**src/rtl/frontend_ctrl_if.sv**
```systemverilog
// Bundle of front-end control signals between the backend/Sched side and frontend_ctrl.
// Redirect is a valid-only strobe with no ready. Sched accepts the ID instruction in any cycle where it does not assert i_sched_stall.
interface frontend_ctrl_if #(
  parameter int PC_WIDTH  = 32,
  parameter int CNT_WIDTH = 32
);
  logic                 i_redirect_valid;
  logic [PC_WIDTH-1:0]  i_redirect_pc;
  logic                 i_sched_stall;
  logic                 i_id_except_valid;
  logic                 i_stall_cnt_clr;

  logic                 o_flush;
  logic                 o_stall;
  logic                 o_fetch_hold;
  logic                 o_redirect_valid;
  logic [PC_WIDTH-1:0]  o_redirect_pc;
  logic [1:0]           o_state;
  logic [CNT_WIDTH-1:0] o_stall_cnt;

  modport master (
    output i_redirect_valid, i_redirect_pc, i_sched_stall,
           i_id_except_valid, i_stall_cnt_clr,
    input  o_flush, o_stall, o_fetch_hold, o_redirect_valid,
           o_redirect_pc, o_state, o_stall_cnt
  );

  modport slave (
    input  i_redirect_valid, i_redirect_pc, i_sched_stall,
           i_id_except_valid, i_stall_cnt_clr,
    output o_flush, o_stall, o_fetch_hold, o_redirect_valid,
           o_redirect_pc, o_state, o_stall_cnt
  );
endinterface

```
**src/rtl/frontend_ctrl.sv**
```systemverilog
// Front-end sequencer: per-stage flush/stall for IA/ID, fetch redirects (incl. boot),
// fetch hold after an accepted exception, and a saturating backpressure stall counter.
module frontend_ctrl #(
  parameter int                    PC_WIDTH     = 32,
  parameter logic [PC_WIDTH-1:0]   RESET_PC     = 32'h8000_0000,
  parameter int                    FLUSH_CYCLES = 2,
  parameter int                    CNT_WIDTH    = 32
) (
  input logic           i_clk,
  input logic           i_rst,
  frontend_ctrl_if.slave fe
);

  typedef enum logic [1:0] {
    ST_RUN   = 2'd0,
    ST_FLUSH = 2'd1,
    ST_DRAIN = 2'd2
  } state_e;

  // FLUSH_CYCLES must lie in 1..15 to fit the 4-bit flush counter.
  localparam logic [3:0]           FLUSH_CNT = 4'(FLUSH_CYCLES);
  localparam logic [CNT_WIDTH-1:0] CNT_ONE   = {{(CNT_WIDTH-1){1'b0}}, 1'b1};
  localparam logic [CNT_WIDTH-1:0] CNT_MAX   = {CNT_WIDTH{1'b1}};

  state_e               state_q, state_d;
  logic [3:0]           cnt_q, cnt_d;
  logic [PC_WIDTH-1:0]  pc_q, pc_d;
  logic [CNT_WIDTH-1:0] stall_cnt_q, stall_cnt_d;

  logic in_flush;
  logic stall_w;

  assign in_flush = (state_q == ST_FLUSH);
  assign stall_w  = !i_rst && !in_flush && fe.i_sched_stall;

  always_ff @(posedge i_clk) begin
    if (i_rst) begin
      state_q     <= ST_FLUSH;
      cnt_q       <= FLUSH_CNT;
      pc_q        <= RESET_PC;
      stall_cnt_q <= '0;
    end else begin
      state_q     <= state_d;
      cnt_q       <= cnt_d;
      pc_q        <= pc_d;
      stall_cnt_q <= stall_cnt_d;
    end
  end

  // Next state: a redirect wins over everything, including a same-cycle exception.
  always_comb begin
    state_d = state_q;
    cnt_d   = cnt_q;
    pc_d    = pc_q;
    if (fe.i_redirect_valid) begin
      state_d = ST_FLUSH;
      cnt_d   = FLUSH_CNT;
      pc_d    = fe.i_redirect_pc;
    end else begin
      case (state_q)
        ST_FLUSH: begin
          if (cnt_q > 4'd1) cnt_d = cnt_q - 4'd1;
          else              state_d = ST_RUN;
        end
        ST_RUN: begin
          if (fe.i_id_except_valid && !fe.i_sched_stall) state_d = ST_DRAIN;
        end
        ST_DRAIN: begin
          state_d = ST_DRAIN;
        end
        default: begin
          state_d = ST_FLUSH;
          cnt_d   = FLUSH_CNT;
        end
      endcase
    end
  end

  always_comb begin
    stall_cnt_d = stall_cnt_q;
    if (fe.i_stall_cnt_clr)                    stall_cnt_d = '0;
    else if (stall_w && stall_cnt_q != CNT_MAX) stall_cnt_d = stall_cnt_q + CNT_ONE;
  end

  // Outputs are forced to their reset-time values while i_rst is high.
  assign fe.o_flush          = i_rst || in_flush;
  assign fe.o_redirect_valid = !i_rst && in_flush && (cnt_q == FLUSH_CNT);
  assign fe.o_redirect_pc    = pc_q;
  assign fe.o_stall          = stall_w;
  assign fe.o_fetch_hold     = !i_rst && (state_q == ST_DRAIN);
  assign fe.o_state          = state_q;
  assign fe.o_stall_cnt      = i_rst ? '0 : stall_cnt_q;

endmodule

```
**src/flat_wrapper.sv**
```systemverilog
// flat-port wrapper written by rule: the top's interface ports become plain ports
module frontend_ctrl_flat 
#(
  parameter int                    PC_WIDTH     = 32,
  parameter logic [PC_WIDTH-1:0]   RESET_PC     = 32'h8000_0000,
  parameter int                    FLUSH_CYCLES = 2,
  parameter int                    CNT_WIDTH    = 32
)
  (i_clk, i_rst, fe_i_redirect_valid, fe_i_redirect_pc, fe_i_sched_stall, fe_i_id_except_valid, fe_i_stall_cnt_clr, fe_o_flush, fe_o_stall, fe_o_fetch_hold, fe_o_redirect_valid, fe_o_redirect_pc, fe_o_state, fe_o_stall_cnt);
  frontend_ctrl_if #(.PC_WIDTH(PC_WIDTH), .CNT_WIDTH(CNT_WIDTH)) fe_i ();
  input logic i_clk;
  input logic i_rst;
  input wire logic [$bits(fe_i.i_redirect_valid)-1:0] fe_i_redirect_valid;
  input wire logic [$bits(fe_i.i_redirect_pc)-1:0] fe_i_redirect_pc;
  input wire logic [$bits(fe_i.i_sched_stall)-1:0] fe_i_sched_stall;
  input wire logic [$bits(fe_i.i_id_except_valid)-1:0] fe_i_id_except_valid;
  input wire logic [$bits(fe_i.i_stall_cnt_clr)-1:0] fe_i_stall_cnt_clr;
  output wire logic [$bits(fe_i.o_flush)-1:0] fe_o_flush;
  output wire logic [$bits(fe_i.o_stall)-1:0] fe_o_stall;
  output wire logic [$bits(fe_i.o_fetch_hold)-1:0] fe_o_fetch_hold;
  output wire logic [$bits(fe_i.o_redirect_valid)-1:0] fe_o_redirect_valid;
  output wire logic [$bits(fe_i.o_redirect_pc)-1:0] fe_o_redirect_pc;
  output wire logic [$bits(fe_i.o_state)-1:0] fe_o_state;
  output wire logic [$bits(fe_i.o_stall_cnt)-1:0] fe_o_stall_cnt;
  assign fe_i.i_redirect_valid = fe_i_redirect_valid;
  assign fe_i.i_redirect_pc = fe_i_redirect_pc;
  assign fe_i.i_sched_stall = fe_i_sched_stall;
  assign fe_i.i_id_except_valid = fe_i_id_except_valid;
  assign fe_i.i_stall_cnt_clr = fe_i_stall_cnt_clr;
  assign fe_o_flush = fe_i.o_flush;
  assign fe_o_stall = fe_i.o_stall;
  assign fe_o_fetch_hold = fe_i.o_fetch_hold;
  assign fe_o_redirect_valid = fe_i.o_redirect_valid;
  assign fe_o_redirect_pc = fe_i.o_redirect_pc;
  assign fe_o_state = fe_i.o_state;
  assign fe_o_stall_cnt = fe_i.o_stall_cnt;
  frontend_ctrl #(.PC_WIDTH(PC_WIDTH), .RESET_PC(RESET_PC), .FLUSH_CYCLES(FLUSH_CYCLES), .CNT_WIDTH(CNT_WIDTH)) u_core (.i_clk(i_clk), .i_rst(i_rst), .fe(fe_i));
endmodule
```
**config.mk**
```make
export PLATFORM = sky130hd
export DESIGN_NAME = frontend_ctrl_flat
export DESIGN_NICKNAME = d
export VERILOG_FILES = /design/src/rtl/frontend_ctrl_if.sv /design/src/rtl/frontend_ctrl.sv /design/src/flat_wrapper.sv
export SDC_FILE = /design/constraint.sdc
export NUM_CORES = 1
export LEC_CHECK = 0
export ABC_AREA = 1
export ABC_CLOCK_PERIOD_IN_PS = 2500
export BUFFER_PORTS_ARGS = -buffer_cell sky130_fd_sc_hd__clkbuf_2
export CORE_MARGIN = 2
export CORE_UTILIZATION = 40
export CTS_BUF_LIST = sky130_fd_sc_hd__clkbuf_16
export DETAILED_ROUTE_END_ITERATION = 10
export GPL_ROUTABILITY_DRIVEN = 0
export GPL_TIMING_DRIVEN = 0
export SLEW_MARGIN = 30
export SYNTH_ARGS = -nofsm -noshare
export SYNTH_HDL_FRONTEND = slang
export SYNTH_SLANG_ARGS = --single-unit
export TNS_END_PERCENT = 5
```
**constraint.sdc**
```tcl
create_clock -name i_clk -period 2.5 [get_ports i_clk]
set_clock_uncertainty 0.1 [all_clocks]
set_input_delay 0 -clock i_clk [delete_from_list [all_inputs] [get_ports i_clk]]
set_output_delay 0 -clock i_clk [all_outputs]
set_load 0.05 [all_outputs]
```
== After elaboration in Yosys (flattened, before gate mapping) ==
Cells that the tools add are included.
Storage, ports and cells
  flip-flop bits (word level): 70
  bits of input ports: 38
  output and inout port bits: 70
  logic and storage cells: 38
Operators by class
  add/subtract/negate cells: 2
  $lt $le $gt $ge: 1
  eq/ne operators: 7
  multiplexer cells: 6
  bitwise gates (word level): 1
  reductions and logical operators: 17
Operator list (number)
  adder 32 x 1 -> 32 bit, second input constant: 1
  two-way mux 32 bit: 1
  inequality test 32 bit, second input constant: 1
  one-hot mux 4 bit (2 select lines): 1
  logical AND 1 bit: 7
  one-hot mux 2 bit (3 select lines): 1
  OR reduction 2 bit: 3
  == test 4 x 2 -> 1 bit, second input constant: 1
  greater-than comparator 4 x 1 -> 1 bit, second input constant: 1
  two-way mux 2 bit: 2
  two-way mux 4 bit: 1
  inequality test 2 bit, second input constant: 2
  AND reduction 2 bit: 2
  subtractor 4 x 1 -> 4 bit, second input constant: 1
  logical NOT 1 bit: 3
  == test 2 x 1 -> 1 bit, second input constant: 1
  == test 2 bit, second input constant: 1
  logical NOT 2 bit: 1
  inequality test 2 x 1 -> 1 bit, second input constant: 1
  logical OR 1 bit: 1
  NOT 1 bit: 1

== Longest topological paths before layout ==
  depth after elaboration: 5
  depth in mapped cells: 11
  mapped depth without buffers: 10

== Worst setup path after synthesis ==
Ideal clock, no wire load.
  kind: reg2reg
  from: reg u_core.state_q[0] (netlist: u_core.fe.o_state[0])
  to: reg u_core.stall_cnt_q[14]
  setup time: 0.115 ns
  arrival time: 1.949 ns
  data required time: 2.285 ns
  path slack: 0.336 ns
  cell stages (with the launch flop): 8
  buffers on the path: 0
  period minus slack after synthesis: 2.164 ns
  cell sequence: dfxtp_1 nand2_2 nand3_4 clkinv_1 nand3_1 inv_1 a21oi_1 nor2_1
On the way
  word-level cells in the longest chain between the ends: 5
RTL lines
  start, declared: line frontend_ctrl.sv:25  | state_e state_q, state_d;
  start signal, assigned: line frontend_ctrl.sv:43  | state_q <= state_d;
  == test 2 x 1 -> 1 bit: line frontend_ctrl.sv:33  | assign in_flush = (state_q == ST_FLUSH);
  logical NOT 1 bit: line frontend_ctrl.sv:34  | assign stall_w = !i_rst && !in_flush && fe.i_sched_stall;
  logical AND 1 bit (2 in series): line frontend_ctrl.sv:34
  net fe_o_stall: line flat_wrapper.sv:19  | output wire logic [$bits(fe_i.o_stall)-1:0] fe_o_stall;
  logical AND 1 bit: line frontend_ctrl.sv:82  | else if (stall_w && stall_cnt_q != CNT_MAX) stall_cnt_d = stall_cnt_q + CNT_ONE;
  end signal, assigned: line frontend_ctrl.sv:46  | stall_cnt_q <= stall_cnt_d;
  end, declared: line frontend_ctrl.sv:28  | logic [CNT_WIDTH-1:0] stall_cnt_q, stall_cnt_d;
The timed path passes the listed nets, and every way through them passes these cells.
A chain may end at the register's enable or synchronous reset.

== Worst setup path after layout ==
  from: reg u_core.stall_cnt_q[1]
  to: reg u_core.stall_cnt_q[8]
On the way
  word-level cells in the longest chain between the ends: 2
  elaborated cells between the ends (all ways): 3
  classes of those cells: 1 x add/sub; 1 x eq/ne; 1 x reduce/logical
RTL lines
  parallel branches: the longest is 2 deep, another holds adder 32 x 1 -> 32 bit
Parallel ways; which one is timed is not known.

==> impl_metrics.yaml <==
detailed_routing:
  avgRoutedWirePerCell_um: 12.7
  vias: 4051
  drt_iter0_drc: 144
  viasPerCell: 4.75
  route.detailed.drc: 0
  ant_nets: 0
  drt-total-wl_mm: 10.8
  first_pass_iters: 4
clocking:
  htree_levels: 3
  cts_root_buffer: "clkbuf_16"
  cts_max_path_buffers: 2
  cts_sinks: 70
  numCtsBuffers: 9
  insertion_delay_ps: 330
  path_clk_slew_ps: 60
  cts_tree: "built"
synthesis:
  synth.top_cells.by_count: "172 x nor2_1, 97 x nand2_1, 70 x dfxtp_1, 67 x inv_1"
  ys_ff_latch: 70
  synth_xor_area_share_pct: 0.941
  yosysWarningCount: 0
  synth-compound-area-share_pct: 8.97
  synth_area_mm2: 0.00372
  synth_simple_gate_area_share_pct: 40.7
  synth-edff-count: 0
  synth_top_cell_area_share_pct: 37.6
  async_reset_ff_share_pct: 0
  seq_area_frac_synth_pct: 37.6
  synth_top_family_by_area: "simple AND/OR/NAND/NOR gates"
  synthAdderAreaFrac_pct: 1.34
  synth_nets: 624
  synth.distinct_cells: 30
  synth_top_cell_by_area: "dfxtp_1"
  synth_area_leaders: "dfxtp_1 38%, nor2_1 17%, nand2_1 9.8%, inv_1 6.8%, nand3_1 5.0%"
  muxShareOfSynthArea_pct: 0
  synth_cells: 582
  yosysMostFrequentCell: "nor2_1"
  synth-main-ff-cell: "dfxtp_1"
  syn_avg_cell_area_um2: 6.40
place:
  dp_slack_ps: 654
  port_buffers: 106
  placed_cells: 799
  hpwlAfterDp_mm: 7.88
timing:
  fin_tns_setup_ps: 0
  period_needed_ps: 1870
  setup_viol: 0
  min_period_over_period_pct: 74.9
  setup_slack_ps: 627
  rsz0062_at_grt: "false"
  worstMarginPinSlew_ps: 673
  slew_viol_final: 0
  max_freq_mhz: 534
  hold_viol: 0
  whs_ps: 58.5
  slew_headroom_pct: 55.0
setup_path:
  critPathLaunchType: "register"
  r2r.worst_path.cells: 9
  crit_path_end_kind: "register"
  reg2reg_to: "u_core.stall_cnt_q[8]"
  arrival_ps: 1990
  crit_type: "reg2reg"
  cp.required_ps: 2620
  timing.rr.start: "u_core.stall_cnt_q[1]"
  cp_max_fo: 10
  reg2reg_slack_ps: 630
floorplanning:
  dieArea_mm2: 0.0101
  dieWidth_um: 100
  core_mm2: 0.00915
  io_pins: 108
  rows: 35
  start_util_pct: 40.7
  die_height_um: 100
pwr:
  combPwrFrac_pct: 13.9
  peakVddDrop_v: 0.000499
  p_sw_uw: 784
  p_int_mw: 2.16
  cellPowerDensity_mw_per_mm2: 578
  pwr-share-seq_pct: 40.2
  power_leakage_nw: 2.23
  clkPwrFrac_pct: 45.9
  switching_share_pct: 26.6
finish:
  n_fill_cell: 875
  diodes: 0
  drive_gt1_share_pct: 20.8
  final_nets: 779
  syn_to_final_growth_pct: 36.6
  fin_util_pct: 55.6
  stdcell_count: 853
global_routing:
  grt_usage_pct: 22.2
  grt_max_degree: 13
  grt_pass1_wl_mm: 17.8
  antenna_found_initial: 0
  first_global_vias: 3750
  grt-ovfl-total: 0
worst_hold_path:
  hp-start: "i_rst"
  hold_path_depth: 3
  hold_class: "in2reg"
  worstHoldEndpoint: "u_core.fe.o_state[0]"
run:
  cap_violations: 0
outcome:
  outcome: "finished, final reports clean"
==> power groups by stage <==
stage	clock, mW	sequential, mW	combinational, mW
floorplan	0	1.33	0.129
global placement	0	1.20	0.354
detailed placement	0	1.20	0.360
CTS	1.37	1.18	0.408
global route	1.43	1.18	0.444
finish	1.35	1.18	0.410
==> critical path, stage by stage (launching register included) <==
cell     delay [ps]
dfxtp_1         380
ha_1            210
nand2_1          90
nor2_2          210
nand2_4         100
nor2_1          100
nand2_1         130
buf_2           230
a21oi_1         170
nor2_1           60
==> metrics by stage <==
stage                     cell area (µm²)  power, mW
final                                5090       2.94
after floorplan                      3720       1.46
after detailed placement             4390       1.56
after global placement               4390       1.56
after CTS                            5090       2.96
after global routing                 5090       3.05
==> sequential cells by signal, indices dropped and copies added (netlist names) <==
name,count
u_core.cnt_q,4
u_core.fe.o_redirect_pc,32
u_core.fe.o_state,2
u_core.stall_cnt_q,32
==> layout by cell type (no fill, tap or decap), types with 3 or more instances in the layout <==
| cell type | count |
|---|---|
| buf_2 | 3 |
| dlygate4sd3_1 | 38 |
| inv_1 | 67 |
| nand3_1 | 37 |
| xor2_1 | 4 |
| o21ai_0 | 37 |
| nor3_1 | 9 |
| nor2_4 | 4 |
| a21oi_1 | 27 |
| nor2_1 | 172 |
| buf_6 | 4 |
| clkbuf_16 | 9 |
| clkbuf_2 | 106 |
| clkinv_1 | 4 |
| ha_1 | 4 |
| nand3_2 | 6 |
| nor2_2 | 6 |
| nand2_1 | 97 |
| dfxtp_1 | 70 |
| nand2_2 | 4 |
| clkbuf_1 | 12 |
| nand4_1 | 4 |
==> per-layer routing <==
metal | share of wire [%] | track usage (%) | wire, µm
met5 | 0 | 0 | 0
met4 | 1.6 | 8.01 | 176
met3 | 6.1 | 4.58 | 666
met2 | 46 | 37.0 | 4950
met1 | 46 | 28.3 | 5040
==> cell families after synthesis <==
group           after synthesis
compound gates               66
xor+xnor                      4
simple gates                347
flops                        70
buf+inv                      91
fa+ha+maj                     4
==> worst max path at each step <==
stage          slack, ps  depth (start not counted)                      to             startpoint
4_1_cts              630                          9   u_core.stall_cnt_q[8]  u_core.stall_cnt_q[1]
3_5_place_dp         650                          9   u_core.stall_cnt_q[8]  u_core.stall_cnt_q[1]
2_1_floorplan        340                          7  u_core.stall_cnt_q[14]   u_core.fe.o_state[0]
6_report             630                          9   u_core.stall_cnt_q[8]  u_core.stall_cnt_q[1]
3_3_place_gp         660                          9  u_core.stall_cnt_q[11]  u_core.stall_cnt_q[1]
5_1_grt              490                          9  u_core.stall_cnt_q[22]  u_core.stall_cnt_q[1]
==> layout make-up <==
cell class / instances / area [µm²] / area share (%)
inverters: 70 / 265 / 5.22
repair buffers: 144 / 911 / 17.9
clock inverters: 7 / 88.8 / 1.75
flip-flops and latches: 70 / 1400 / 27.6
multi-input cells: 421 / 1940 / 38.1
well taps: 111 / 139 / 2.73
clock buffers: 9 / 225 / 4.43
plain buffers: 21 / 120 / 2.36
==> timing repair <==
action	in CTS	in global routing
hold buffers	38	0
endpoints found under the hold margin	39	0
gates resized for setup	0	0
setup buffers	0	0
No activity file was read; power rests on OpenSTA's default activity.
